--- src/rtl/riscv_pkg.sv ---
// Shared RV32I core constants used by the fetch front end.
package riscv_pkg;
    localparam int              XLEN             = 32;
    localparam logic [XLEN-1:0] RESET_PC_DEFAULT = 32'h0000_0000;
    localparam logic [XLEN-1:0] NOP_INST         = 32'h0000_0013;
    localparam int              INST_BYTES       = 4;
endpackage

--- src/rtl/fetch_fifo.sv ---
// Synchronous FIFO with flush; storage resets to RST_VAL so the head reads a known word out of reset.
module fetch_fifo #(
    parameter int               WIDTH   = 32,
    parameter int               DEPTH   = 4,
    parameter logic [WIDTH-1:0] RST_VAL = '0
) (
    input  logic                       clk,
    input  logic                       rst,
    input  logic                       i_push,
    input  logic [WIDTH-1:0]           i_data,
    input  logic                       i_pop,
    input  logic                       i_flush,
    output logic [WIDTH-1:0]           o_data,
    output logic [$clog2(DEPTH+1)-1:0] o_count,
    output logic                       o_full,
    output logic                       o_empty
);
    localparam int AW = $clog2(DEPTH);
    localparam int CW = $clog2(DEPTH + 1);

    logic [WIDTH-1:0] r_mem [DEPTH];
    logic [AW-1:0]    r_wr_ptr;
    logic [AW-1:0]    r_rd_ptr;
    logic [CW-1:0]    r_count;
    logic             w_push;
    logic             w_pop;

    assign o_full  = (r_count == CW'(DEPTH));
    assign o_empty = (r_count == '0);
    assign w_push  = i_push & ~i_flush & ~o_full;
    assign w_pop   = i_pop & ~i_flush & ~o_empty;
    assign o_data  = r_mem[r_rd_ptr];
    assign o_count = r_count;

    // DEPTH is a power of two, so the pointers wrap on their own.
    always_ff @(posedge clk) begin
        if (rst) begin
            r_wr_ptr <= '0;
            r_rd_ptr <= '0;
            r_count  <= '0;
            for (int i = 0; i < DEPTH; i++) begin
                r_mem[i] <= RST_VAL;
            end
        end else if (i_flush) begin
            r_wr_ptr <= '0;
            r_rd_ptr <= '0;
            r_count  <= '0;
        end else begin
            if (w_push) begin
                r_mem[r_wr_ptr] <= i_data;
                r_wr_ptr        <= r_wr_ptr + AW'(1);
            end
            if (w_pop) begin
                r_rd_ptr <= r_rd_ptr + AW'(1);
            end
            r_count <= r_count + CW'(w_push) - CW'(w_pop);
        end
    end
endmodule

--- src/rtl/fetch_unit.sv ---
// Instruction-fetch front end: keeps up to DEPTH fetches in flight, buffers returned words with
// their PCs and hands them to decode; a redirect flushes the buffer and kills stale responses.
module fetch_unit
    import riscv_pkg::*;
#(
    parameter int              DEPTH    = 4,
    parameter logic [XLEN-1:0] RESET_PC = RESET_PC_DEFAULT
) (
    input  logic            clk,
    input  logic            rst,
    input  logic            redirect_i,
    input  logic [XLEN-1:0] redirect_pc_i,
    output logic            inst_req_o,
    output logic [XLEN-1:0] inst_addr_o,
    input  logic            inst_gnt_i,
    input  logic            inst_rvalid_i,
    input  logic [XLEN-1:0] inst_i,
    output logic            out_valid_o,
    output logic [XLEN-1:0] out_inst_o,
    output logic [XLEN-1:0] out_pc_o,
    input  logic            out_ready_i
);
    localparam int CW = $clog2(DEPTH + 1);
    localparam int PW = 2 * XLEN;

    logic [XLEN-1:0] r_fetch_pc;
    logic [CW-1:0]   r_inflight;
    logic [CW-1:0]   r_kill;

    logic [CW-1:0]   w_data_count;
    logic [CW-1:0]   w_tag_count;
    logic            w_data_full;
    logic            w_data_empty;
    logic            w_tag_full;
    logic            w_tag_empty;
    logic [XLEN-1:0] w_tag_pc;
    logic [PW-1:0]   w_head;
    logic            w_space;
    logic            w_issue;
    logic            w_killing;
    logic            w_push;
    logic            w_pop;
    logic [CW-1:0]   w_inflight_after_resp;

    // Buffered plus outstanding words may never exceed the buffer, so responses always have a slot.
    assign w_space     = ({1'b0, w_data_count} + {1'b0, r_inflight}) < (CW+1)'(DEPTH);
    assign inst_req_o  = ~rst & ~redirect_i & w_space;
    assign inst_addr_o = r_fetch_pc;
    assign w_issue     = inst_req_o & inst_gnt_i;
    assign w_killing   = (r_kill != '0);
    assign w_push      = inst_rvalid_i & ~w_killing & ~redirect_i;
    assign w_pop       = out_valid_o & out_ready_i & ~redirect_i;
    assign w_inflight_after_resp = r_inflight - CW'(inst_rvalid_i);

    assign out_valid_o = ~w_data_empty;
    assign out_inst_o  = w_head[PW-1:XLEN];
    assign out_pc_o    = w_head[XLEN-1:0];

    always_ff @(posedge clk) begin
        if (rst) begin
            r_fetch_pc <= RESET_PC;
            r_inflight <= '0;
            r_kill     <= '0;
        end else if (redirect_i) begin
            r_fetch_pc <= redirect_pc_i & ~XLEN'(INST_BYTES - 1);
            r_inflight <= w_inflight_after_resp;
            r_kill     <= w_inflight_after_resp;
        end else begin
            if (w_issue) begin
                r_fetch_pc <= r_fetch_pc + XLEN'(INST_BYTES);
            end
            r_inflight <= r_inflight + CW'(w_issue) - CW'(inst_rvalid_i);
            if (inst_rvalid_i && w_killing) begin
                r_kill <= r_kill - CW'(1);
            end
        end
    end

    // Tags are never flushed: killed responses still consume their tag.
    fetch_fifo #(
        .WIDTH   (XLEN),
        .DEPTH   (DEPTH),
        .RST_VAL (RESET_PC)
    ) u_tag_q (
        .clk     (clk),
        .rst     (rst),
        .i_push  (w_issue),
        .i_data  (r_fetch_pc),
        .i_pop   (inst_rvalid_i),
        .i_flush (1'b0),
        .o_data  (w_tag_pc),
        .o_count (w_tag_count),
        .o_full  (w_tag_full),
        .o_empty (w_tag_empty)
    );

    fetch_fifo #(
        .WIDTH   (PW),
        .DEPTH   (DEPTH),
        .RST_VAL ({NOP_INST, RESET_PC})
    ) u_data_q (
        .clk     (clk),
        .rst     (rst),
        .i_push  (w_push),
        .i_data  ({inst_i, w_tag_pc}),
        .i_pop   (w_pop),
        .i_flush (redirect_i),
        .o_data  (w_head),
        .o_count (w_data_count),
        .o_full  (w_data_full),
        .o_empty (w_data_empty)
    );

    a_no_orphan_rvalid: assert property (@(posedge clk) disable iff (rst)
        inst_rvalid_i |-> (r_inflight != '0) && !w_tag_empty);
    a_tags_track_inflight: assert property (@(posedge clk) disable iff (rst)
        w_tag_count == r_inflight);
    a_no_overflow: assert property (@(posedge clk) disable iff (rst)
        !(w_push && w_data_full) && !(w_issue && w_tag_full));
endmodule

--- config.mk ---
export PLATFORM = sky130hd
export DESIGN_NAME = fetch_unit
export DESIGN_NICKNAME = d
export VERILOG_FILES = /design/src/rtl/riscv_pkg.sv /design/src/rtl/fetch_fifo.sv /design/src/rtl/fetch_unit.sv
export SDC_FILE = /design/constraint.sdc
export NUM_CORES = 1
export LEC_CHECK = 0
export CAP_MARGIN = 10
export CORE_ASPECT_RATIO = 1.2
export CORE_MARGIN = 4
export CORE_UTILIZATION = 45
export DETAILED_ROUTE_END_ITERATION = 8
export PLACE_DENSITY = 0.63
export SYNTH_ARGS = -nofsm -noshare
export SYNTH_HDL_FRONTEND = slang
export SYNTH_SLANG_ARGS = --single-unit
export TNS_END_PERCENT = 10
--- constraint.sdc ---
create_clock -name clk -period 22 [get_ports clk]
set_input_delay 4.4 -clock clk [delete_from_list [all_inputs] [get_ports clk]]
set_output_delay 4.4 -clock clk [all_outputs]
set_load 0.1 [all_outputs]
==> summary.md, run 1 <==
| Metric | Value |
|---|---|
| Outcome | `finished, final reports clean` |
| Root cell of the clock tree | `sky130_fd_sc_hd__clkbuf_16` |
| DRC violations left | `0` |
| CP Class | `in2out` |
| Maximum fanout encountered on the critical timing path | `37` |
| Per-cell routed wire length | `19.7 um` |
| Proportion of synthesized chip area in sequential cells | `65.9%` |
| Synth top area share | `60.0%` |
| Post-detailed-route count of antenna-violating nets | `0` |
| Static leakage | `8.18 nW` |
| Count of endpoints failing hold in the final timing report | `0` |
| Post CTS Setup Buffer Count | `0` |
| Num Clock Sinks | `422` |
| Least setup slack across all paths after layout | `11030 ps` |
| Number of primary I/O pins | `168` |
| Cell-internal power | `0.00143 W` |
| Number of flops mapped to enable cells by yosys | `368` |
| Tightest Hold Check Type | `reg2reg` |
| Count of final max-slew check failures | `0` |
| Most common cell in the netlist | `sky130_fd_sc_hd__edfxtp_1` |
| Slew of the pin with the lowest slew margin | `1080 ps` |
| Finish-stage setup viols | `0` |
| Post-synth ARST share | `0%` |
| Yosys cell types | `58` |
| Synth Flop Type | `sky130_fd_sc_hd__edfxtp_1` |
| Synth-to-layout area growth | `19.1%` |
| Combinational share of power | `15.8%` |
| Die outline height | `230 um` |
| Global-route wire length before repair | `64000 um` |
| Synthesized instance count | `1365` |
| CTS tree | `done` |
| Period utilisation layout | `49.9%` |
| Cell type contributing the most total cell area after synthesis | `sky130_fd_sc_hd__edfxtp_1` |
| Number of optimization iterations in the first detailed-route pass | `5` |
| Core Region | `0.0401 mm^2` |
| Antenna diode count | `0` |
| Number of hold buffers added after CTS | `0` |
| Setup repair after global routing missed its margin | `false` |
| Detailed Route Iter0 Violations | `698` |
| Die boundary width | `193 um` |
| Max Cap Violations | `0` |
| Power Total | `0.00196 W` |
| Worst Skew | `12.8 ps` |
| Slew HR | `28.0%` |
| Switch Pwr | `0.000533 W` |
| Largest buffer count on any clock path | `3` |
| Initial cell density of the core | `45.9%` |
| GRT Total Usage | `18.5%` |
| IR Drop Worst-Case VDD | `0.0426 mV` |
| Detailed-route wire length | `40800 um` |
| Routed vias/inst | `5.29` |
| WHS | `533 ps` |
| Area enclosed by the die boundary | `0.0442 mm^2` |
| Clk network pwr share | `36.1%` |
| Post-CTS clock slew at the launch and capture registers of the worst setup and hold paths | `60 ps` |
| Crit path capture type | `output pin` |
| Warning count from the yosys run | `0` |
| Final Net Count | `1594` |
| Final min period | `10970 ps` |
| Achievable clock frequency | `91.1 MHz` |
| Post_cts resized | `0` |
| Ratio of cells with drive above 1 in the final layout | `14.2%` |
| Post-detailed-placement half-perimeter wirelength | `23700 um` |
| Setup crit start kind | `input pin` |
| Initial antenna violation count | `0` |
| Mapped cell area | `0.0184 mm^2` |
| Power density normalized to cell area | `89.5 mW/mm^2` |
| FP Rows | `80` |
| Maximum number of pins on one net before global-route repair | `63` |
| Count of input and output buffers | `161` |
| Placement-stage worst setup slack | `11030 ps` |
| Worst-Skew Late Latency | `540 ps` |
| Reg-to-reg slack, setup | `18700 ps` |
| Required time of the critical path | `17600 ps` |
| Top post-synthesis cells by area | `sky130_fd_sc_hd__edfxtp_1, sky130_fd_sc_hd__mux4_2, sky130_fd_sc_hd__dfxtp_1` |
| Cts bufs inserted | `45` |
| Vias after detailed routing | `10970` |
| Setup TNS | `0 ps` |
| Number of global-route vias before repair | `11387` |
| Most frequent cells after synthesis | `sky130_fd_sc_hd__edfxtp_1, sky130_fd_sc_hd__nor2_1, sky130_fd_sc_hd__nand2_1` |
| Final RePlAce weighted congestion | `0.765` |
| Sequential fraction of design power | `48.1%` |
| Net switching fraction of the power | `27.2%` |
| Arrival time at the worst endpoint | `6570 ps` |
| Number of register bits inferred by synthesis | `422` |
| Global-route congestion overflow total | `0` |
| H-Tree Depth | `2` |
| Average cell area after synthesis | `13.5 um^2` |
## final cells by class
type / count / area, um^2
fill: 3354 / 18200
sequential: 422 / 12100
inverter: 114 / 428
clock buffer: 57 / 1200
clock inverter: 24 / 169
tap: 533 / 667
timing repair buffer: 180 / 1750
multi-input combinational: 745 / 5560
## cell families after synthesis
| kind of cell | after synthesis | share of synthesized area (%) |
|---|---|---|
| buffers and inverters | 201 | 4.46 |
| other | 1 | 0.0204 |
| adder cells (fa/ha/maj) | 16 | 1.21 |
| flip-flops | 422 | 65.9 |
| XOR/XNOR | 20 | 0.952 |
| multiplexers | 99 | 11.7 |
| AO/OA/AOI/OAI | 71 | 2.60 |
| AND/OR/NAND/NOR | 535 | 13.2 |
## power by group through the flow
stage	sequential, W	clock (W)	combinational [W]
after floorplan	0.000974	0	0.000212
after global placement	0.000958	0	0.000314
after detailed placement	0.000960	0	0.000314
after CTS	0.000944	0.000721	0.000315
after global routing	0.000948	0.000758	0.000331
final	0.000943	0.000709	0.000310
## registers in the layout, summed over array words and instances (netlist names), named ones only
name,cells
inst_addr_o,30
r_inflight,3
r_kill,3
u_data_q.o_count,3
u_data_q.r_mem,248
u_data_q.r_rd_ptr,2
u_data_q.r_wr_ptr,2
u_tag_q.o_count,3
u_tag_q.r_mem,120
u_tag_q.r_rd_ptr,2
u_tag_q.r_wr_ptr,2
## per-stage QoR
stage               utilization, %  instance area (um^2)  instances
floorplan                        -                 18400       1368
global placement              51.2                 20500       1994
detailed placement            51.2                 20500       1994
CTS                           54.6                 21900       2075
global route                  54.6                 21900       2075
finish                        54.6                 21900       2075
## per-layer routing
metal	GRT usage, %	vias to the layer above	routed length [um]
met5	0	-	0
met4	3.99	0	587
met3	3.20	43	2260
met2	32.0	292	20800
met1	24.6	5498	17200
li1	-	5137	-
## path summary, 6_finish.rpt
kind	start	endpoint	cells past startpoint
worst max-delay path	redirect_i	inst_req_o	5
worst min-delay path	u_data_q.r_rd_ptr[1]	u_data_q.r_rd_ptr[1]	2
worst max register to register	u_data_q.o_count[2]	r_inflight[2]	13
worst min register to register	u_data_q.r_rd_ptr[1]	u_data_q.r_rd_ptr[1]	2
## cell usage in the layout, fill, tap and decap left out, types with 4 or more instances in the layout
cell type                         synthesis  layout
sky130_fd_sc_hd__nor3_1                   5       4
sky130_fd_sc_hd__clkbuf_16                0      45
sky130_fd_sc_hd__clkdlybuf4s50_1          0     161
sky130_fd_sc_hd__nand3_1                 18      18
sky130_fd_sc_hd__conb_1                   1       4
sky130_fd_sc_hd__mux4_2                  92      92
sky130_fd_sc_hd__clkbuf_1                53       9
sky130_fd_sc_hd__xor2_1                  10      10
sky130_fd_sc_hd__buf_4                    5      19
sky130_fd_sc_hd__or3_1                   11      11
sky130_fd_sc_hd__dfxtp_1                 54      50
sky130_fd_sc_hd__and2_1                  64      63
sky130_fd_sc_hd__nand4_1                 12      12
sky130_fd_sc_hd__nor2_1                 250     250
sky130_fd_sc_hd__o21ai_0                 15      10
sky130_fd_sc_hd__nand2_1                126     124
sky130_fd_sc_hd__nand2_2                 11      13
sky130_fd_sc_hd__clkinv_2                 0      11
sky130_fd_sc_hd__a211oi_1                 4       4
sky130_fd_sc_hd__o211ai_1                 4       4
sky130_fd_sc_hd__mux2_2                   4       4
sky130_fd_sc_hd__inv_1                  112     112
sky130_fd_sc_hd__a21oi_1                 18      18
sky130_fd_sc_hd__o21ai_4                  0       5
sky130_fd_sc_hd__edfxtp_1               368     368
sky130_fd_sc_hd__and3_1                  12      12
sky130_fd_sc_hd__ha_1                    13      13
sky130_fd_sc_hd__clkinv_1                 1       9
sky130_fd_sc_hd__a31oi_1                 10      10
sky130_fd_sc_hd__and4_1                   5       5
sky130_fd_sc_hd__xnor2_1                 10      10
## critical path, cell delays in order
cell                              delay (ps)
sky130_fd_sc_hd__clkdlybuf4s50_1         400
sky130_fd_sc_hd__buf_4                   270
sky130_fd_sc_hd__nor2_4                  200
sky130_fd_sc_hd__and3_1                  170
sky130_fd_sc_hd__clkdlybuf4s50_1        1130
(Power assumes the default switching activity.)
==> run 2: changes to the inputs <==
- clock period: 22 -> 10.2 ns (I/O delays scaled with it)
==> run 2 against run 1 <==
Effect of this change:
- design area decreased by 0.18%
- clock power rose by 110%
- combinational power rose by 120%
==> summary.md, run 2 (synthesis results as in run 1) <==
| Metric | Value |
|---|---|
| Finish-stage setup viols | `0 (unchanged)` |
| GRT Total Usage | `18.5% (about the same)` |
| Number of hold buffers added after CTS | `0 (unchanged)` |
| Number of optimization iterations in the first detailed-route pass | `5 (unchanged)` |
| # placed instances | `1992 (was 1994)` |
| Critical Path Source | `rst (was redirect_i)` |
| Destination of the worst register-to-register timing path | `r_inflight[2] (unchanged)` |
| Power Total | `0.00421 W (was 0.00196 W)` |
| Post-detailed-route count of antenna-violating nets | `0 (unchanged)` |
| Count of input and output buffers | `161 (unchanged)` |
| Count of endpoints failing hold in the final timing report | `0 (unchanged)` |
| Number of flip-flops in the largest register | `248 (unchanged)` |
| Achievable clock frequency | `160 MHz` |
| Die outline height | `230 um (unchanged)` |
| Outcome | `finished, final reports clean (unchanged)` |
| Count of final max-slew check failures | `0 (unchanged)` |
| IR Drop Worst-Case VDD | `0.103 mV (was 0.0426 mV)` |
| Root cell of the clock tree | `sky130_fd_sc_hd__clkbuf_16 (unchanged)` |
| Antenna diode count | `0 (unchanged)` |
| Crit path capture type | `output pin (unchanged)` |
| Worst-Skew Late Latency | `540 ps (about the same)` |
| Number of primary I/O pins | `168 (unchanged)` |
| Required time of the critical path | `8160 ps (was 17600 ps)` |
| Global-route congestion overflow total | `0 (unchanged)` |
| Power density normalized to cell area | `192 mW/mm^2 (was 89.5 mW/mm^2)` |
| Maximum fanout encountered on the critical timing path | `42 (was 37)` |
| Reg-to-reg slack, setup | `6920 ps (was 18700 ps)` |
| Area enclosed by the die boundary | `0.0442 mm^2 (unchanged)` |
| Detailed Route Iter0 Violations | `684 (was 698)` |
| Period utilisation layout | `61.4%` |
| Vias after detailed routing | `10944 (was 10970)` |
| Per-cell routed wire length | `19.6 um (was 19.7 um)` |
| Global-route wire length before repair | `63900 um (was 64000 um)` |
| Setup TNS | `0 ps (unchanged)` |
| Ratio of cells with drive above 1 in the final layout | `13.7% (was 14.2%)` |
| Static leakage | `8.15 nW (was 8.18 nW)` |
| Post_cts resized | `0 (unchanged)` |
| Post-CTS clock slew at the launch and capture registers of the worst setup and hold paths | `60 ps (about the same)` |
| Max Cap Violations | `0 (unchanged)` |
| Final Net Count | `1590 (was 1594)` |
| Most common cell after layout, fill and taps aside | `sky130_fd_sc_hd__edfxtp_1 (unchanged)` |
| Core Region | `0.0401 mm^2 (unchanged)` |
| Register with the most flip-flops | `u_data_q.r_mem (unchanged)` |
| Number of global-route vias before repair | `11392 (was 11387)` |
| Post-detailed-placement half-perimeter wirelength | `23500 um (was 23700 um)` |
| CP Class | `in2out (unchanged)` |
| FP Rows | `80 (unchanged)` |
| Tightest Hold Check Type | `reg2reg (unchanged)` |
| Final min period | `6260 ps` |
| Launching point of the worst reg2reg path | `u_data_q.o_count[2] (unchanged)` |
| Final cell count without fillers | `2071 (was 2075)` |
| DRC violations left | `0 (unchanged)` |
| Largest buffer count on any clock path | `3 (unchanged)` |
| Synth-to-layout area growth | `18.8% (was 19.1%)` |
| Num Clock Sinks | `422 (unchanged)` |
| Cts bufs inserted | `43 (was 45)` |
| Detailed-route wire length | `40600 um (was 40800 um)` |
| Setup repair after global routing missed its margin | `false (unchanged)` |
| Die boundary width | `193 um (unchanged)` |
| Worst Skew | `16.4 ps (was 12.8 ps)` |
| Commonest cells after routing, fill and taps aside | `sky130_fd_sc_hd__edfxtp_1, sky130_fd_sc_hd__nor2_1, sky130_fd_sc_hd__clkdlybuf4s50_1 (unchanged)` |
| Final RePlAce weighted congestion | `0.767 (was 0.765)` |
| Worst reg-to-reg path cell count | `13 (unchanged)` |
| Worst Setup EP | `inst_req_o (unchanged)` |
| Slew of the pin with the lowest slew margin | `1140 ps (was 1080 ps)` |
| Arrival time at the worst endpoint | `4220 ps (was 6570 ps)` |
| Post CTS Setup Buffer Count | `0 (unchanged)` |
| Setup crit start kind | `input pin (unchanged)` |
| Maximum number of pins on one net before global-route repair | `63 (unchanged)` |
| FILL cells | `3347 (was 3354)` |
| Slew HR | `23.7% (was 28.0%)` |
| Routed vias/inst | `5.28 (was 5.29)` |
| CTS tree | `done (unchanged)` |
| Initial antenna violation count | `0 (unchanged)` |
| Initial cell density of the core | `45.9% (unchanged)` |
| H-Tree Depth | `2 (unchanged)` |
-- run 2: cell types whose count changed in the layout (fill, tap and decap cells not counted) --
| cell | change |
|---|---|
| sky130_fd_sc_hd__buf_4 | -2 |
| sky130_fd_sc_hd__bufinv_16 | -1 |
| sky130_fd_sc_hd__clkbuf_1 | +7 |
| sky130_fd_sc_hd__clkbuf_8 | +2 |
| sky130_fd_sc_hd__clkinv_1 | -3 |
| sky130_fd_sc_hd__clkinv_2 | -7 |
| sky130_fd_sc_hd__clkinvlp_4 | +1 |
| sky130_fd_sc_hd__inv_6 | -1 |
-- run 2: critical path, stage by stage --
cell and delay [ps]:
sky130_fd_sc_hd__clkdlybuf4s50_1 390, sky130_fd_sc_hd__buf_4 280, sky130_fd_sc_hd__nor2_4 190, sky130_fd_sc_hd__and3_1 170, sky130_fd_sc_hd__clkdlybuf4s50_1 1140
-- run 2: per-stage QoR --
step / hold slack [ps] / utilization (%) / cell area (um^2) / worst slack [ps]
finish: 540 / 54.5 / 21900 / 3940
global route: 582 / 54.5 / 21900 / 3870
floorplan: 485 / - / 18400 / 2390
global placement: 510 / 51.1 / 20500 / 3950
CTS: 545 / 54.5 / 21900 / 3930
detailed placement: 525 / 51.1 / 20500 / 3940
-- run 2: cell type report --
| cell class | count | area, um^2 | share of cell area [%] |
|---|---|---|---|
| clock buffers | 66 | 1250 | 5.74 |
| clock inverters | 13 | 91.3 | 0.418 |
| inverters | 114 | 428 | 1.96 |
| multi-input cells | 745 | 5560 | 25.4 |
| flip-flops and latches | 422 | 12100 | 55.5 |
| well taps | 533 | 667 | 3.05 |
| repair buffers | 178 | 1740 | 7.95 |
-- run 2: how the worst min path moves through the flow --
stage	depth (start not counted)	start	slack [ps]	to
2_1_floorplan	2	u_tag_q.r_rd_ptr[1]	480	register
3_3_place_gp	2	u_data_q.r_rd_ptr[1]	510	register
3_5_place_dp	2	u_tag_q.r_rd_ptr[0]	520	register
4_1_cts	2	u_tag_q.r_rd_ptr[0]	550	register
5_1_grt	2	u_data_q.r_rd_ptr[0]	580	u_data_q.r_rd_ptr[0]
6_report	2	u_tag_q.r_rd_ptr[0]	540	register
-- run 2: layer usage --
layer,routed length [um],vias up,GRT usage (%)
met4,752,0,4.66
met2,20500,314,31.8
met5,0,-,0
met3,2400,53,2.82
met1,17000,5450,24.8
li1,-,5127,-
-- run 2: power breakdown --
part	switching (W)	internal, W	leakage, nW
clock	0.000632	0.000873	0.647
sequential	0.0000562	0.00198	4.22
combinational	0.000448	0.000220	3.28
total	0.00114	0.00307	8.15
==> run 3: changes to the inputs <==
- PLACE_DENSITY: 0.63 -> 0.65
- clock period: 10.2 -> 5.4 ns (I/O delays scaled with it)
==> run 3 against run 2 <==
Effect of this change:
- core utilization up 0.087 points
- design area is 0.16% higher
- clock skew down 6.0 ps
- critical path depth fell by 2
- flip-flop and latch count unchanged
- global-route usage is 0.13 points lower
- sequential power increased by 89%
- count of clock-buffer cells in the layout down 15
- setup slack got worse by 2900 ps
- non-clock buffer count increased by 5
- combinational power is 89% higher
- worst hold slack lost 13 ps
- largest cell class unchanged
- largest power group unchanged
==> summary.md, run 3 (synthesis results as in run 1) <==
| Metric | Value |
|---|---|
| Setup repair after global routing missed its margin | `false (unchanged)` |
| FP Rows | `80 (unchanged)` |
| Slew of the pin with the lowest slew margin | `1060 ps (was 1140 ps)` |
| CTS tree | `done (unchanged)` |
| Post-detailed-route count of antenna-violating nets | `0 (unchanged)` |
| Power density normalized to cell area | `363 mW/mm^2 (was 192 mW/mm^2)` |
| Final min period | `4390 ps` |
| Root cell of the clock tree | `sky130_fd_sc_hd__clkbuf_16 (unchanged)` |
| Arrival time at the worst endpoint | `3310 ps (was 4220 ps)` |
| Commonest cells after routing, fill and taps aside | `sky130_fd_sc_hd__edfxtp_1, sky130_fd_sc_hd__nor2_1, sky130_fd_sc_hd__clkdlybuf4s50_1 (unchanged)` |
| Maximum fanout encountered on the critical timing path | `37 (was 42)` |
| Final RePlAce weighted congestion | `0.770 (was 0.767)` |
| Final cell count without fillers | `2072 (was 2071)` |
| Count of endpoints failing hold in the final timing report | `0 (unchanged)` |
| Number of flip-flops in the largest register | `248 (unchanged)` |
| H-Tree Depth | `2 (unchanged)` |
| Count of input and output buffers | `161 (unchanged)` |
| Vias after detailed routing | `10979 (was 10944)` |
| Achievable clock frequency | `228 MHz` |
| Slew HR | `28.9% (was 23.7%)` |
| Initial antenna violation count | `0 (unchanged)` |
| Tightest Hold Check Type | `reg2reg (unchanged)` |
| Crit path capture type | `output pin (unchanged)` |
| Power Total | `0.00794 W (was 0.00421 W)` |
| Detailed Route Iter0 Violations | `707 (was 684)` |
| Period utilisation layout | `81.4%` |
| Largest buffer count on any clock path | `3 (unchanged)` |
| Highest-delay cell along the critical path | `sky130_fd_sc_hd__clkdlybuf4s50_1 (unchanged)` |
| Required time of the critical path | `4320 ps (was 8160 ps)` |
| Maximum number of pins on one net before global-route repair | `63 (unchanged)` |
| Routed vias/inst | `5.30 (was 5.28)` |
| Final cell utilization of the core | `54.6% (was 54.5%)` |
| Register with the most flip-flops | `u_data_q.r_mem (unchanged)` |
| Area enclosed by the die boundary | `0.0442 mm^2 (unchanged)` |
| Global-route congestion overflow total | `0 (unchanged)` |
| Switch Pwr | `0.00214 W (was 0.00114 W)` |
| Die boundary width | `193 um (unchanged)` |
| WHS | `526 ps (was 540 ps)` |
| List of cells traversed by the critical path | `buf_4, mux4_2, clkdlybuf4s50_1 (was clkdlybuf4s50_1, buf_4, nor2_4, and3_1, clkdlybuf4s50_1)` |
| Core Region | `0.0401 mm^2 (unchanged)` |
| Max Cap Violations | `0 (unchanged)` |
| CP Class | `reg2out (was in2out)` |
| GRT Total Usage | `18.4% (was 18.5%)` |
| Number of primary I/O pins | `168 (unchanged)` |
| # placed instances | `1997 (was 1992)` |
| Number of optimization iterations in the first detailed-route pass | `5 (unchanged)` |
| Worst Skew | `10.3 ps (was 16.4 ps)` |
| Outcome | `finished, final reports clean (unchanged)` |
| Synth-to-layout area growth | `19.0% (was 18.8%)` |
| Post-detailed-placement half-perimeter wirelength | `24000 um (was 23500 um)` |
| Final Net Count | `1595 (was 1590)` |
| DRC violations left | `0 (unchanged)` |
| Cts bufs inserted | `43 (unchanged)` |
| Launching point of the worst reg2reg path | `u_data_q.o_count[2] (unchanged)` |
| Static leakage | `8.18 nW (was 8.15 nW)` |
| Cell-internal power | `0.00580 W (was 0.00307 W)` |
| Worst-Skew Late Latency | `540 ps (about the same)` |
| Post CTS Setup Buffer Count | `0 (unchanged)` |
| Combinational share of power | `15.9% (about the same)` |
| Number of global-route vias before repair | `11577 (was 11392)` |
| Most common cell after layout, fill and taps aside | `sky130_fd_sc_hd__edfxtp_1 (unchanged)` |
| Per-cell routed wire length | `19.5 um (was 19.6 um)` |
| Number of hold buffers added after CTS | `0 (unchanged)` |
| FILL cells | `3317 (was 3347)` |
| Setup crit start kind | `register (was input pin)` |
| Largest stage delay on the critical path | `980 ps (was 1140 ps)` |
| Post_cts resized | `0 (unchanged)` |
| Global-route wire length before repair | `63800 um (was 63900 um)` |
| Initial cell density of the core | `45.9% (unchanged)` |
| IR Drop Worst-Case VDD | `0.333 mV (was 0.103 mV)` |
| Die outline height | `230 um (unchanged)` |
| Post-CTS clock slew at the launch and capture registers of the worst setup and hold paths | `60 ps (about the same)` |
| Antenna diode count | `0 (unchanged)` |
| Ratio of cells with drive above 1 in the final layout | `14.1% (was 13.7%)` |
| Detailed-route wire length | `40400 um (was 40600 um)` |
| Finish-stage setup viols | `0 (unchanged)` |
| Worst hold path startpoint | `u_data_q.r_rd_ptr[1] (was u_tag_q.r_rd_ptr[0])` |
| Sequential fraction of design power | `48.3% (was 48.4%)` |
| Clk network pwr share | `35.8% (about the same)` |
| Net switching fraction of the power | `26.9% (was 27.0%)` |
| Num Clock Sinks | `422 (unchanged)` |
| Count of final max-slew check failures | `0 (unchanged)` |
[run 3: power by group through the flow]
stage          Clock (W)  Combinational (W)  Sequential [W]
2_1_floorplan          0           0.000864         0.00397
3_3_place_gp           0            0.00128         0.00390
3_5_place_dp           0            0.00128         0.00391
4_1_cts          0.00291            0.00128         0.00384
5_1_grt          0.00303            0.00135         0.00386
6_report         0.00284            0.00126         0.00384
[run 3: worst max-delay path, delay by kind of cell, from the launching register on]
kind                   cells  cell delay [ps]
buffers and inverters      2             1320
DFF                        1              870
muxes                      1              530
[run 3: metrics by stage]
| stage | TNS [ps] | setup slack [ps] | cell area (um^2) |
|---|---|---|---|
| 6_report | 0 | 1010 | 21900 |
| 5_1_grt | 0 | 811 | 21900 |
| 3_5_place_dp | 0 | 1230 | 20600 |
| 4_1_cts | 0 | 889 | 21900 |
| 3_3_place_gp | 0 | 1250 | 20600 |
| 2_1_floorplan | -87180 | -1410 | 18400 |
[run 3: layout make-up]
type | instances | area, um^2 | area share [%]
inverters | 114 | 428 | 1.95
repair buffers | 183 | 1810 | 8.27
clock buffers | 51 | 1150 | 5.24
multi-input cells | 745 | 5530 | 25.2
well taps | 533 | 667 | 3.04
flip-flops and latches | 422 | 12100 | 55.4
clock inverters | 24 | 184 | 0.839
[run 3: path summary, 6_finish.rpt]
check | to | slack (ps) | cells past startpoint
setup / recovery | out_inst_o[12] | 1010 | 3
hold / removal | register | 530 | 2
hold reg to reg | register | 530 | 2
setup reg to reg | r_inflight[2] | 2420 | 12
[run 3: per-layer routing]
metal	vias up	routed length (um)	global-route usage (%)
li1	5140	-	-
met1	5482	16900	24.2
met2	299	20400	31.9
met3	58	2140	2.79
met4	0	887	5.08
met5	-	0	0
